File: src/rtl/expression_result_unpacker_if.sv
// Handshake bundle between a packed-result producer, the unpacker and the
// per-field consumer. The master side drives words in and takes beats out;
// the slave side is the unpacker itself.
interface expression_result_unpacker_if #(
    parameter int EXT_W   = 8,
    parameter int COUNT_W = 16
);
    logic               in_valid;
    logic               in_ready;
    logic [89:0]        in_y;
    logic               flush;
    logic               out_valid;
    logic               out_ready;
    logic [EXT_W-1:0]   out_field;
    logic [4:0]         out_index;
    logic [2:0]         out_width;
    logic               out_signed;
    logic               out_last;
    logic               done;
    logic [COUNT_W-1:0] words_done;

    modport master (
        output in_valid, in_y, flush, out_ready,
        input  in_ready, out_valid, out_field, out_index, out_width,
               out_signed, out_last, done, words_done
    );

    modport slave (
        input  in_valid, in_y, flush, out_ready,
        output in_ready, out_valid, out_field, out_index, out_width,
               out_signed, out_last, done, words_done
    );
endinterface

File: src/rtl/expression_result_unpacker.sv
// Sequential unpacker for the 90-bit expression result vector. A word is
// latched into a hold register and its 18 fields are emitted MSB-first, one
// per accepted beat, each extended to EXT_W bits by its signedness.
// Field i has width 4 + (i mod 3) and is signed when (i mod 6) >= 3, so the
// field properties are tracked with a mod-3 counter plus a half-group bit
// instead of dividing the index.
module expression_result_unpacker #(
    parameter int EXT_W   = 8,
    parameter int COUNT_W = 16
) (
    input  logic                          clk,
    input  logic                          rst_n,
    expression_result_unpacker_if.slave   bus
);

    typedef enum logic {
        IDLE = 1'b0,
        EMIT = 1'b1
    } state_t;

    state_t             state_q, state_d;
    logic [89:0]        hold_q, hold_d;
    logic [4:0]         idx_q, idx_d;
    logic [1:0]         sub_q, sub_d;     // index mod 3: selects width 4/5/6
    logic               half_q, half_d;   // second half of a six-field group: signed
    logic               done_q, done_d;
    logic [COUNT_W-1:0] words_q, words_d;

    logic               emitting;
    logic [2:0]         cur_width;
    logic [5:0]         raw;
    logic               sign_fill;
    logic [EXT_W-1:0]   ext;

    assign emitting  = (state_q == EMIT);
    assign cur_width = 3'd4 + {1'b0, sub_q};
    // The current field always starts at the top of the hold register, so
    // its sign bit is hold_q[89] whatever its width.
    assign sign_fill = half_q & hold_q[89];

    // Right-align the current field from the top of the hold register
    always_comb begin
        raw = 6'd0;
        case (sub_q)
            2'd0:    raw = {2'b00, hold_q[89:86]};
            2'd1:    raw = {1'b0,  hold_q[89:85]};
            default: raw = hold_q[89:84];
        endcase
    end

    // Per-bit extension: field bits below the width, fill bits above it
    generate
        for (genvar gi = 0; gi < EXT_W; gi++) begin : g_ext
            if (gi < 6) begin : g_low
                assign ext[gi] = (3'(gi) < cur_width) ? raw[gi] : sign_fill;
            end else begin : g_high
                assign ext[gi] = sign_fill;
            end
        end
    endgenerate

    // Next-state and datapath update; flush overrides every handshake
    always_comb begin
        state_d = state_q;
        hold_d  = hold_q;
        idx_d   = idx_q;
        sub_d   = sub_q;
        half_d  = half_q;
        done_d  = 1'b0;
        words_d = words_q;
        if (bus.flush) begin
            state_d = IDLE;
        end else begin
            case (state_q)
                IDLE: begin
                    if (bus.in_valid) begin
                        hold_d  = bus.in_y;
                        idx_d   = 5'd0;
                        sub_d   = 2'd0;
                        half_d  = 1'b0;
                        state_d = EMIT;
                    end
                end
                EMIT: begin
                    if (bus.out_ready) begin
                        if (idx_q == 5'd17) begin
                            state_d = IDLE;
                            done_d  = 1'b1;
                            if (words_q != {COUNT_W{1'b1}}) begin
                                words_d = words_q + 1'b1;
                            end
                        end else begin
                            case (sub_q)
                                2'd0:    hold_d = hold_q << 4;
                                2'd1:    hold_d = hold_q << 5;
                                default: hold_d = hold_q << 6;
                            endcase
                            idx_d = idx_q + 5'd1;
                            if (sub_q == 2'd2) begin
                                sub_d  = 2'd0;
                                half_d = ~half_q;
                            end else begin
                                sub_d = sub_q + 2'd1;
                            end
                        end
                    end
                end
                default: state_d = IDLE;
            endcase
        end
    end

    // State and datapath registers with asynchronous clear
    always_ff @(posedge clk or negedge rst_n) begin
        if (!rst_n) begin
            state_q <= IDLE;
            hold_q  <= '0;
            idx_q   <= '0;
            sub_q   <= '0;
            half_q  <= 1'b0;
            done_q  <= 1'b0;
            words_q <= '0;
        end else begin
            state_q <= state_d;
            hold_q  <= hold_d;
            idx_q   <= idx_d;
            sub_q   <= sub_d;
            half_q  <= half_d;
            done_q  <= done_d;
            words_q <= words_d;
        end
    end

    // Beat outputs are forced to zero outside EMIT so reset and idle read 0
    assign bus.in_ready   = (state_q == IDLE);
    assign bus.out_valid  = emitting;
    assign bus.out_field  = emitting ? ext : '0;
    assign bus.out_index  = emitting ? idx_q : 5'd0;
    assign bus.out_width  = emitting ? cur_width : 3'd0;
    assign bus.out_signed = emitting & half_q;
    assign bus.out_last   = emitting & (idx_q == 5'd17);
    assign bus.done       = done_q;
    assign bus.words_done = words_q;

endmodule

File: src/flat_wrapper.sv
// flat-port wrapper written by rule: the top's interface ports become plain ports
module expression_result_unpacker_flat 
#(
    parameter int EXT_W   = 8,
    parameter int COUNT_W = 16
)
  (clk, rst_n, bus_in_valid, bus_in_y, bus_flush, bus_out_ready, bus_in_ready, bus_out_valid, bus_out_field, bus_out_index, bus_out_width, bus_out_signed, bus_out_last, bus_done, bus_words_done);
  expression_result_unpacker_if #(.EXT_W(EXT_W), .COUNT_W(COUNT_W)) bus_i ();
  input  logic clk;
  input  logic rst_n;
  input wire logic [$bits(bus_i.in_valid)-1:0] bus_in_valid;
  input wire logic [$bits(bus_i.in_y)-1:0] bus_in_y;
  input wire logic [$bits(bus_i.flush)-1:0] bus_flush;
  input wire logic [$bits(bus_i.out_ready)-1:0] bus_out_ready;
  output wire logic [$bits(bus_i.in_ready)-1:0] bus_in_ready;
  output wire logic [$bits(bus_i.out_valid)-1:0] bus_out_valid;
  output wire logic [$bits(bus_i.out_field)-1:0] bus_out_field;
  output wire logic [$bits(bus_i.out_index)-1:0] bus_out_index;
  output wire logic [$bits(bus_i.out_width)-1:0] bus_out_width;
  output wire logic [$bits(bus_i.out_signed)-1:0] bus_out_signed;
  output wire logic [$bits(bus_i.out_last)-1:0] bus_out_last;
  output wire logic [$bits(bus_i.done)-1:0] bus_done;
  output wire logic [$bits(bus_i.words_done)-1:0] bus_words_done;
  assign bus_i.in_valid = bus_in_valid;
  assign bus_i.in_y = bus_in_y;
  assign bus_i.flush = bus_flush;
  assign bus_i.out_ready = bus_out_ready;
  assign bus_in_ready = bus_i.in_ready;
  assign bus_out_valid = bus_i.out_valid;
  assign bus_out_field = bus_i.out_field;
  assign bus_out_index = bus_i.out_index;
  assign bus_out_width = bus_i.out_width;
  assign bus_out_signed = bus_i.out_signed;
  assign bus_out_last = bus_i.out_last;
  assign bus_done = bus_i.done;
  assign bus_words_done = bus_i.words_done;
  expression_result_unpacker #(.EXT_W(EXT_W), .COUNT_W(COUNT_W)) u_core (.clk(clk), .rst_n(rst_n), .bus(bus_i));
endmodule
File: config.mk
export PLATFORM = sky130hd
export DESIGN_NAME = expression_result_unpacker_flat
export DESIGN_NICKNAME = d
export VERILOG_FILES = /design/src/rtl/expression_result_unpacker_if.sv /design/src/rtl/expression_result_unpacker.sv /design/src/flat_wrapper.sv
export SDC_FILE = /design/constraint.sdc
export NUM_CORES = 1
export LEC_CHECK = 0
export ABC_AREA = 1
export BUFFER_PORTS_ARGS = -buffer_cell sky130_fd_sc_hd__buf_2
export CAP_MARGIN = 20
export CORE_MARGIN = 3
export CORE_UTILIZATION = 57
export CTS_CLUSTER_DIAMETER = 80
export DETAILED_ROUTE_END_ITERATION = 16
export HOLD_SLACK_MARGIN = 0.05
export PLACE_DENSITY = 0.92
export SLEW_MARGIN = 20
export SYNTH_ARGS = -nofsm -noshare
export SYNTH_HDL_FRONTEND = slang
export SYNTH_SLANG_ARGS = --single-unit
File: constraint.sdc
create_clock -name clk -period 1.7 [get_ports clk]
set_input_delay 0.085 -clock clk [delete_from_list [all_inputs] [get_ports clk]]
set_output_delay 0.085 -clock clk [all_outputs]
set_load 0.005 [all_outputs]
==> results by group <==
Finish
  – Synth-to-layout area growth: 41.9%
  – Final instance count without filler cells: 1,440
  – Fin util: between 80% and 90%
  – Filler cells: slightly above 700
  – Layout cell share with drive strength beyond 1: between 15 and 20%
  – Nets: ~1,400
  – N_diodes: 0

Timing
  – Worst Tran Pin Value: around 550 ps
  – Final Critical Period: 1670 ps
  – Final TNS setup: 0 ps
  – Max Slew Vio Count: 0
  – Period utilization: a little over nine tenths
  – Max Fclk: roughly 600 MHz
  – Clk_skew: about 13 ps
  – Minimum hold slack: approximately 190 ps
  – RSZ-0062 raised after global routing: true
  – Final hold violation count: 0
  – Final worst setup slack: just over 30 ps
  – Final setup vio count: 0
  – Slew HR: between 60% and 70%

Routing
  – DRC Markers: 0
  – Wirelength, routed: 25,400 um
  – Routed via count: 8,662
  – Vias per Instance: 6.02
  – DRT iter0 DRCs: ~1,600
  – WL/cell: 17.7 um
  – Post-DRT Antenna Nets: 0
  – Initial DRT Pass Iterations: 8

Status
  – Status: complete, no violations

Logic synthesis
  – Synth Cell Area: 7070 um2
  – Sequential share of the synthesized area: between 40% and 50%
  – Post-synthesis compound-gate area fraction: around a fifth
  – Distinct cell type count after synthesis: 31
  – Largest family of logic cells by synthesized area: simple AND/OR/NAND/NOR gates
  – Syn nets: roughly 1,100
  – Synthesized area per cell: 6.87 um2
  – Post-synthesis simple-gate area fraction: 29.9%
  – Top FF cell, synth: dfrtp_1
  – Xor and xnor area share after synthesis: 1.11%
  – EDFF count, synth: 0
  – Mux share of post-synthesis cell area: 0%
  – #FFs+latches synth: between 100 and 150
  – Yosys warning count: 0
  – Post-Synth Adder-Cell Area: less than 1%
  – Post-synth ARST share: between 90% and 100%
  – Syn Inst Count: 1,030

Place
  – GP Congestion: between 0.8 and 0.9
  – Buffers on Ports: 131
  – Pre-CTS setup slack: approximately 63 ps
  – Detailed Place HPWL: around 12,000 um
  – Placed cell count: 1,280

Setup path
  – Crit-path max FO: 17
  – Arrival time worst endpoint: 1970 ps
  – Worst r2r path cells: 7
  – R2R Path Start: u_core.bus.out_valid
  – CP cell instances: inv_2 -> nor2_1 -> nand3b_4 -> buf_4 -> clkbuf_16 -> nand2_1 -> o21ai_1
  – Crit-path max cell delay: 520 ps
  – Worst R2R End: u_core.hold_q[68]
  – Critical path capture point type: register
  – Slowest CP cell: dfrtp_4
  – CP startpoint kind: register
  – Minimum setup slack among reg-to-reg paths: 30 ps
  – WS Path Type: reg -> reg
  – Required time worst endpoint: about 2000 ps

Floorplan
  – CORE AREA: around 12,000 um2
  – DIE AREA: approximately 14,000 um2
  – DIE HEIGHT: between 100 and 150 um
  – Starting Density: between 50% and 60%
  – Die width: 117 um
  – Num rows: 40
  – IO Pins: between 100 and 150

Global routing
  – Grt total ovfl: 0
  – Vias in the first global route: between 7,000 and 8,000
  – Antenna violations before repair: 0
  – First-pass GRT wire length: between 30,000 and 40,000 um
  – Tot GR Track Use: 33.6%
  – Largest net degree at the start of global routing: 73

Power and ir drop
  – Logic gate share of total power: between 30% and 40%
  – Total net switching power: 4460 uW
  – Switching Fraction: around 37%
  – Pleak: between 0.004 and 0.005 uW
  – Int Pwr: 7690 uW
  – Clk pwr share: 30.6%
  – Pwr dens: about 1200 nW/um2
  – Sequential share of power: around a third
  – Peak VDD IR: roughly 0.85 mV

Clocking
  – Longest Clk Path Bufs: 2
  – Clock buffer count from CTS: 17
  – CTS tree: yes
  – CTS Root Buffer Type: clkbuf_16
  – Clock Latency Late Sink: between 400 and 500 ps
  – Clock transition at path regs: ~60 ps
  – Clock Sinks: about 120
  – H-Tree Depth: 4

Hold path
  – Worst min-delay path category: in -> async

Flow run
  – Max-cap viol count: 0
-- cell type report --
class / count / area, um2 / area share (%)
Tap cell: 168 / 210 / 2.09
Timing Repair Buffer: 283 / 2460 / 24.5
Multi-Input combinational cell: 807 / 3720 / 37.1
Inverter: 34 / 130 / 1.30
Sequential cell: 116 / 2910 / 29.0
Clock inverter: 10 / 130 / 1.30
Clock buffer: 22 / 474 / 4.73
-- cells by family (layout without fill, tap and decap cells) --
kind of cell	after synthesis	in the layout
flip-flops	116	116
adder cells (fa/ha/maj)	3	3
AND/OR/NAND/NOR	519	519
buffers and inverters	107	349
XOR/XNOR	9	9
AO/OA/AOI/OAI	276	276
-- stage by stage --
stage          cell area [um2]  total power (uW)
3_3_place_gp              7870              7160
3_5_place_dp              7870              7280
6_report                 10000             12100
4_1_cts                   9580             11400
2_1_floorplan             7070              6310
5_1_grt                  10000             12800
-- critical path: cells and delay by family (launching register included) --
kind	cells	cell delay, ps
buffers and inverters	3	540
flip-flops	1	520
AND/OR/NAND/NOR	3	390
AO/OA/AOI/OAI	1	90
-- worst max-delay path by stage --
| stage | startpoint | endpoint | slack, ps |
|---|---|---|---|
| 2_1_floorplan | u_core.bus.words_done[0] | u_core.bus.words_done[0] | 110 |
| 3_3_place_gp | u_core.idx_q[1] | u_core.hold_q[89] | 160 |
| 3_5_place_dp | u_core.idx_q[1] | u_core.hold_q[47] | 60 |
| 4_1_cts | u_core.sub_q[1] | bus_out_field[0] | 5 |
| 5_1_grt | u_core.idx_q[1] | u_core.hold_q[79] | -40 |
| 6_report | u_core.bus.out_valid | u_core.hold_q[68] | 30 |
-- sequential cells by signal, indices dropped and copies added (netlist names) --
register	count
u_core.sub_q	2
u_core.hold_q	90
u_core.bus.out_valid	1
u_core.bus.done	1
u_core.idx_q	5
u_core.half_q	1
u_core.bus.words_done	16
-- synth_stat cells, types with 2 or more instances --
cell      instances  area share [%]
nor2_1           28             1.5
inv_1            32             1.7
nand4_1           6            0.53
buf_6            10             1.6
inv_2             2            0.11
nand3_1          89             6.3
xor2_1            4            0.50
a21oi_1          82             5.8
o21ai_0          56             4.0
buf_4             7            0.74
o21ai_1         126             8.9
xnor2_1           5            0.62
o22ai_1           7            0.62
buf_2            19             1.3
nor2_2            3            0.27
buf_1             3            0.16
clkbuf_2          7            0.50
dfrtp_1         116              41
nand2_1         388              21
ha_1              3            0.53
clkbuf_1         27             1.4
-- metal layers --
layer  wire (um)  GRT usage (%)  vias up
met4        1240           17.1        0
met3        3070           8.73      150
met2       12100           55.1      700
met5           0              0        -
met1        9030           40.9     3936
li1            -              -     3876
-- placed cells by master (no fill, tap or decap), drive strengths merged, types with 6 or more instances in the layout --
cell type    Yosys  final
a21oi           82     82
buf             39    179
clkbuf          34     28
dfrtp          116    116
dlygate4sd3      0     95
inv             34     34
nand2          389    389
nand3           89     89
nand4            6      6
nor2            32     32
o21ai          183    183
o22ai            7      7
-- power by group through the flow --
| stage | clock [uW] | sequential, uW | combinational (uW) |
|---|---|---|---|
| floorplan | 0 | 3930 | 2390 |
| global placement | 0 | 4120 | 3050 |
| detailed placement | 0 | 4120 | 3150 |
| CTS | 3700 | 4100 | 3590 |
| global route | 3880 | 4260 | 4620 |
| finish | 3720 | 4190 | 4230 |
-- what timing repair did --
action                                  in CTS  in global routing
setup buffers                                4                 17
gates cloned                                 3                  9
endpoints found under the hold margin      207                  0
hold buffers                                95                  0
endpoints found under the setup margin      13                104
pin swaps                                    2                  5
resized for setup                            7                 43
(Power assumes the default switching activity.)
